<file path="src/rtl/rr_mux8_pkg.sv">
// Shared types and helpers for the round-robin 8-way mux arbiter.
package rr_mux8_pkg;

    localparam int unsigned N_REQ  = 8;
    localparam int unsigned SEL_W  = 3;
    localparam int unsigned DATA_W = 32;

    typedef enum logic {
        ST_IDLE = 1'b0,
        ST_HOLD = 1'b1
    } state_e;

    // Captured word plus the requester that produced it.
    typedef struct packed {
        logic [SEL_W-1:0]  src;
        logic [DATA_W-1:0] data;
    } out_word_t;

    function automatic logic [N_REQ-1:0] onehot3to8(input logic [SEL_W-1:0] idx);
        return N_REQ'(1) << idx;
    endfunction

endpackage

</file>
<file path="src/rtl/mux8x1.sv">
// 32-bit 8:1 data mux shared by all requesters.
module mux8x1 (
    input  logic [31:0] A0,
    input  logic [31:0] A1,
    input  logic [31:0] A2,
    input  logic [31:0] A3,
    input  logic [31:0] A4,
    input  logic [31:0] A5,
    input  logic [31:0] A6,
    input  logic [31:0] A7,
    input  logic [2:0]  S,
    output logic [31:0] Y
);

    always_comb begin
        Y = A0;
        case (S)
            3'd0: Y = A0;
            3'd1: Y = A1;
            3'd2: Y = A2;
            3'd3: Y = A3;
            3'd4: Y = A4;
            3'd5: Y = A5;
            3'd6: Y = A6;
            3'd7: Y = A7;
            default: Y = A0;
        endcase
    end

endmodule

</file>
<file path="src/rtl/rr_pick8.sv">
// Combinational round-robin pick: first set request at or after ptr, wrapping.
module rr_pick8
    import rr_mux8_pkg::*;
(
    input  logic [N_REQ-1:0] eff_req,
    input  logic [SEL_W-1:0] ptr,
    output logic             any,
    output logic [SEL_W-1:0] winner
);

    logic [2*N_REQ-1:0] dbl_c;
    logic [N_REQ-1:0]   rot_c;
    logic [SEL_W-1:0]   idx_c;

    // Rotate so ptr lands at bit 0, take the lowest set bit, then rotate back.
    always_comb begin
        dbl_c = {eff_req, eff_req} >> ptr;
        rot_c = dbl_c[N_REQ-1:0];
        idx_c = '0;
        for (int i = N_REQ - 1; i >= 0; i--) begin
            if (rot_c[i]) begin
                idx_c = SEL_W'(i);
            end
        end
        any    = |rot_c;
        winner = idx_c + ptr;
    end

endmodule

</file>
<file path="src/rtl/rr_mux8_arbiter.sv">
// Round-robin arbiter sequencing a shared 8:1 mux; holds the winning word
// until the downstream consumer accepts it via valid/ready.
module rr_mux8_arbiter
    import rr_mux8_pkg::*;
#(
    parameter int unsigned WIDTH = 32,
    parameter int unsigned CNT_W = 16
) (
    input  logic             clk,
    input  logic             reset,
    input  logic [N_REQ-1:0] req,
    input  logic [WIDTH-1:0] d0,
    input  logic [WIDTH-1:0] d1,
    input  logic [WIDTH-1:0] d2,
    input  logic [WIDTH-1:0] d3,
    input  logic [WIDTH-1:0] d4,
    input  logic [WIDTH-1:0] d5,
    input  logic [WIDTH-1:0] d6,
    input  logic [WIDTH-1:0] d7,
    output logic [N_REQ-1:0] gnt,
    output logic [N_REQ-1:0] ack,
    output logic [SEL_W-1:0] sel,
    output logic             out_valid,
    output logic [WIDTH-1:0] out_data,
    output logic [SEL_W-1:0] out_src,
    input  logic             out_ready,
    output logic             busy,
    output logic [CNT_W-1:0] xfer_cnt
);

    state_e           state_q, state_d;
    logic [SEL_W-1:0] ptr_q, ptr_d;
    logic [SEL_W-1:0] sel_q, sel_d;
    logic [N_REQ-1:0] gnt_q, gnt_d;
    logic [N_REQ-1:0] ack_q, ack_d;
    logic             out_valid_q, out_valid_d;
    out_word_t        out_q, out_d;
    logic [CNT_W-1:0] xfer_cnt_q, xfer_cnt_d;

    logic [N_REQ-1:0] eff_req_c;
    logic             pick_any_c;
    logic [SEL_W-1:0] pick_idx_c;
    logic [SEL_W-1:0] mux_sel_c;
    logic [31:0]      mux_y_c;

    // The requester acknowledged last cycle sits out one arbitration.
    assign eff_req_c = req & ~ack_q;
    assign mux_sel_c = (state_q == ST_IDLE) ? pick_idx_c : sel_q;

    rr_pick8 u_pick (
        .eff_req (eff_req_c),
        .ptr     (ptr_q),
        .any     (pick_any_c),
        .winner  (pick_idx_c)
    );

    mux8x1 u_mux (
        .A0 (d0),
        .A1 (d1),
        .A2 (d2),
        .A3 (d3),
        .A4 (d4),
        .A5 (d5),
        .A6 (d6),
        .A7 (d7),
        .S  (mux_sel_c),
        .Y  (mux_y_c)
    );

    always_comb begin
        state_d     = state_q;
        ptr_d       = ptr_q;
        sel_d       = sel_q;
        gnt_d       = gnt_q;
        ack_d       = '0;
        out_valid_d = out_valid_q;
        out_d       = out_q;
        xfer_cnt_d  = xfer_cnt_q;
        case (state_q)
            ST_IDLE: begin
                if (pick_any_c) begin
                    sel_d       = pick_idx_c;
                    gnt_d       = onehot3to8(pick_idx_c);
                    out_d.src   = pick_idx_c;
                    out_d.data  = mux_y_c;
                    out_valid_d = 1'b1;
                    state_d     = ST_HOLD;
                end
            end
            ST_HOLD: begin
                if (out_ready) begin
                    out_valid_d = 1'b0;
                    gnt_d       = '0;
                    ack_d       = onehot3to8(sel_q);
                    ptr_d       = sel_q + SEL_W'(1);
                    xfer_cnt_d  = xfer_cnt_q + CNT_W'(1);
                    state_d     = ST_IDLE;
                end
            end
            default: state_d = ST_IDLE;
        endcase
    end

    always_ff @(posedge clk) begin
        if (reset) begin
            state_q     <= ST_IDLE;
            ptr_q       <= '0;
            sel_q       <= '0;
            gnt_q       <= '0;
            ack_q       <= '0;
            out_valid_q <= 1'b0;
            out_q       <= '0;
            xfer_cnt_q  <= '0;
        end else begin
            state_q     <= state_d;
            ptr_q       <= ptr_d;
            sel_q       <= sel_d;
            gnt_q       <= gnt_d;
            ack_q       <= ack_d;
            out_valid_q <= out_valid_d;
            out_q       <= out_d;
            xfer_cnt_q  <= xfer_cnt_d;
        end
    end

    assign gnt       = gnt_q;
    assign ack       = ack_q;
    assign sel       = sel_q;
    assign out_valid = out_valid_q;
    assign out_data  = out_q.data;
    assign out_src   = out_q.src;
    assign busy      = out_valid_q;
    assign xfer_cnt  = xfer_cnt_q;

endmodule
</file>
<file path="config.mk">
export PLATFORM = sky130hd
export DESIGN_NAME = rr_mux8_arbiter
export DESIGN_NICKNAME = d
export VERILOG_FILES = /design/src/rtl/rr_mux8_pkg.sv /design/src/rtl/mux8x1.sv /design/src/rtl/rr_pick8.sv /design/src/rtl/rr_mux8_arbiter.sv
export SDC_FILE = /design/constraint.sdc
export NUM_CORES = 1
export LEC_CHECK = 0
export CAP_MARGIN = 15
export CORE_AREA = 2 2 131 133
export CTS_CLUSTER_SIZE = 40
export DETAILED_ROUTE_END_ITERATION = 6
export DIE_AREA = 0 0 133 135
export PLACE_DENSITY_LB_ADDON = 0.25
export SYNTH_ARGS = -nofsm -noshare
export SYNTH_HDL_FRONTEND = slang
export SYNTH_SLANG_ARGS = --single-unit
export TNS_END_PERCENT = 1
</file>
<file path="constraint.sdc">
create_clock -name clk -period 5.4 [get_ports clk]
set_input_delay 0.81 -clock clk [delete_from_list [all_inputs] [get_ports clk]]
set_output_delay 0.81 -clock clk [all_outputs]
set_load 0.01 [all_outputs]
</file>
==> results of run 1 <==
[worst paths after layout]
path | slack (ns) | endpoint | depth (start not counted)
max reg2reg | 0.48 | out_data[11] | 18
max | 0.48 | out_data[11] | 18
min reg2reg | 0.46 | gnt[0] | 2
min | 0.46 | gnt[0] | 2
[metrics by stage]
| stage | setup slack [ns] | util [%] | instance area, um^2 | cells | hold WS [ns] |
|---|---|---|---|---|---|
| after global routing | 0.0322 | 58.1 | 9540 | 1317 | 0.481 |
| after detailed placement | 0.108 | 56.3 | 9250 | 1301 | 0.452 |
| after CTS | 0.456 | 58.1 | 9530 | 1317 | 0.461 |
| after global placement | 0.205 | 56.3 | 9250 | 1301 | 0.436 |
| final | 0.477 | 58.1 | 9540 | 1317 | 0.459 |
| after floorplan | 0.747 | - | 5650 | 787 | 0.479 |
[flip-flops by register name (all words and copies together) (netlist names)]
| signal | count |
|---|---|
| state_q | 1 |
| gnt | 8 |
| ack | 8 |
| out_src | 3 |
| ptr_q | 3 |
| out_data | 32 |
| busy | 1 |
| xfer_cnt | 16 |
[critical path, delay by kind of cell, from the launching register on]
family                     cells  cell delay [ns]
AOI/OAI and AO/OA              5             0.85
buffers and inverters          4             0.66
muxes                          2             0.88
DFF                            1             0.76
xor gates and xnor gates       1             0.33
and+or+nand+nor                4             0.91
adders and majority gates      2             0.37
[per-layer routing]
layer	track usage, %	up-vias	part of all wire, %
met5	0	-	0
met4	9.92	0	3.2
met3	8.22	48	6.8
met2	48.2	261	51
met1	31.6	3298	39
li1	-	3449	-
[what timing repair did]
item	CTS	global route
hold buffers	0	0
setup endpoints to repair	0	1
endpoints found under the hold margin	0	0
resized for setup	0	1
[report_power, final]
group          total, mW  switching (mW)  internal, mW
clock network      0.586           0.266         0.320
registers          0.669          0.0705         0.599
logic               1.37           0.723         0.650
[synthesized netlist by cell type, drive strengths merged (11+ instances only)]
master / n
nand3: 52
clkbuf: 40
mux2: 14
nor4bb: 11
mux2i: 31
o21ai: 41
nor3: 22
nand2: 127
a221oi: 11
buf: 25
dfxtp: 72
a21oi: 55
nor2: 123
xor2: 11
[kinds of logic (layout without fill, tap and decap cells)]
group           Yosys count  count (layout)  synth area share, %
mux                      49              49                 10.4
flops                    72              72                 25.5
buf+inv                  72             382                 5.61
xor+xnor                 16              16                 2.48
fa+ha+maj                 7               7                 1.68
compound gates          171             171                 19.4
simple gates            400             400                 34.8
[cell type report]
| type | instances | area (um^2) | share of cell area [%] |
|---|---|---|---|
| multi-input cells | 643 | 3950 | 41.4 |
| repair buffers | 359 | 3560 | 37.3 |
| flip-flops and latches | 72 | 1440 | 15.1 |
| well taps | 220 | 275 | 2.89 |
| clock buffers | 9 | 225 | 2.36 |
| clock inverters | 7 | 61.3 | 0.643 |
| inverters | 7 | 26.3 | 0.275 |
==> out/qor.txt, run 1 <==
Status = finished, final reports clean
Final ANT Viol Nets = 0
Clk_lat worst skew = 0.35 ns
CTS Root Cell = clkbuf_16
Crit path launch = ptr_q[1]
Synth Cell Area = 5650 um^2
Critical path class = reg2reg
Most used cell, CP = inv_1
Area Overhead vs Synth = 68.9%
R2R Path Start = ptr_q[1]
Post-layout min period = 4.92 ns
H-tree lvl count = 3
Cells after Synth = 787
Max Cap Viol = 0
CP Launch Type = register
Layout Nets = 1366
Post-CTS Setup Bufs = 0
Reg clk slew, reported paths = 0.06 ns
Seq cells post-synth = 72
Layout cells sized above 1 = 7.02%
Crit Path Max Fanout = 40
First-pass GRT wire length = 38300 um
Slowest-stage cell, CP = dfxtp_1
Fillers = 1528
Leading cell type in the layout, fill and taps excluded = clkdlybuf4s50_1
Crit end category = register
Post-synth top flop = dfxtp_1
Synth cell types = 55
Top cells by area, synth = dfxtp_1 (26%), nand2_1 (8.4%), nor2_1 (8.1%), mux2i_1 (5.5%), a21oi_1 (4.9%)
DRT iter0 DRCs = 435
Worst-path cell chain = inv_1, mux4_2, mux2i_1, inv_1, a21oi_1, o21ai_0, a21oi_1, nor2_1, ha_1, inv_1, fa_1, xor2_1, or4_4, and3_4, nor3_2, buf_4, a221oi_1, a31oi_1
CP arrival = 5.15 ns
Die Span Y = 135 um
Die area = 18000 um^2
Asr flop ratio synth = 0%
DR pass1 iterations = 5
Power per cell area = 275 nW/um^2
Final setup fails = 0
Sequential area share after synthesis = 25.5%
Gpl congestion = 0.928
Core area = 16400 um^2
Placement Rows = 47
IO Pins = 339
Largest area contributor in the netlist = dfxtp_1
CTS tree = done
Number of synthesized flops with an enable pin = 0
Worst Tran Pin Value = 0.901 ns
Hold_sp = gnt[0]
Vias/cell = 5.36
WL per Instance = 18.9 um
Hold Crit Class = reg2reg
Final hold vios = 0
FMAX = 203 MHz
GRT overflow = 0
Post-synthesis net count = 1061
Vias in the first global route = 6995
Final Max Tran Viols = 0
Syn. warnings = 0
Routed wire length = 24900 um
CTS Buf Count = 9
Most frequent cells in the layout = clkdlybuf4s50_1 (337), nand2_1 (127), nor2_1 (122)
Setup TNS Final = 0 ns
Initial antenna violation count = 0
Peak VDD IR = 163 uV
Port-buffer cells = 338
Clock sink count = 72
Clock skew = 0.00662 ns
Pwr Total = 2.63 mW
GRT Util Overall = 27.4%
Antenna Cells = 0
Die X-Extent = 133 um
Largest net degree at the start of global routing = 68
Data required, critical path = 5.62 ns
Synth top area share = 25.5%
RSZ-0062 raised after global routing = false
Tcrit/Tclk final = 91.2%
Max clock buf depth = 2
Worst slew margin = 39.1%
Initial Utilization = 34.4%
DRC errors left = 0
Dpl hpwl = 19300 um
Slowest stage delay, CP = 0.76 ns
Syn avg cell area = 7.17 um^2
Lkg Pwr = 3.69 nW
Via count = 7056
Note: power is estimated with default switching activity, not from simulation.
==> inputs of run 2 (changes only) <==
--- a/config.mk
+++ b/config.mk
@@ -5,7 +5,7 @@
 export SDC_FILE = /design/constraint.sdc
 export NUM_CORES = 1
 export LEC_CHECK = 0
-export CAP_MARGIN = 15
+export CAP_MARGIN = 25
 export CORE_AREA = 2 2 131 133
 export CTS_CLUSTER_SIZE = 40
 export DETAILED_ROUTE_END_ITERATION = 6
==> results of run 2 <==
Final layout, timing and power as in run 1 (identical DEF).
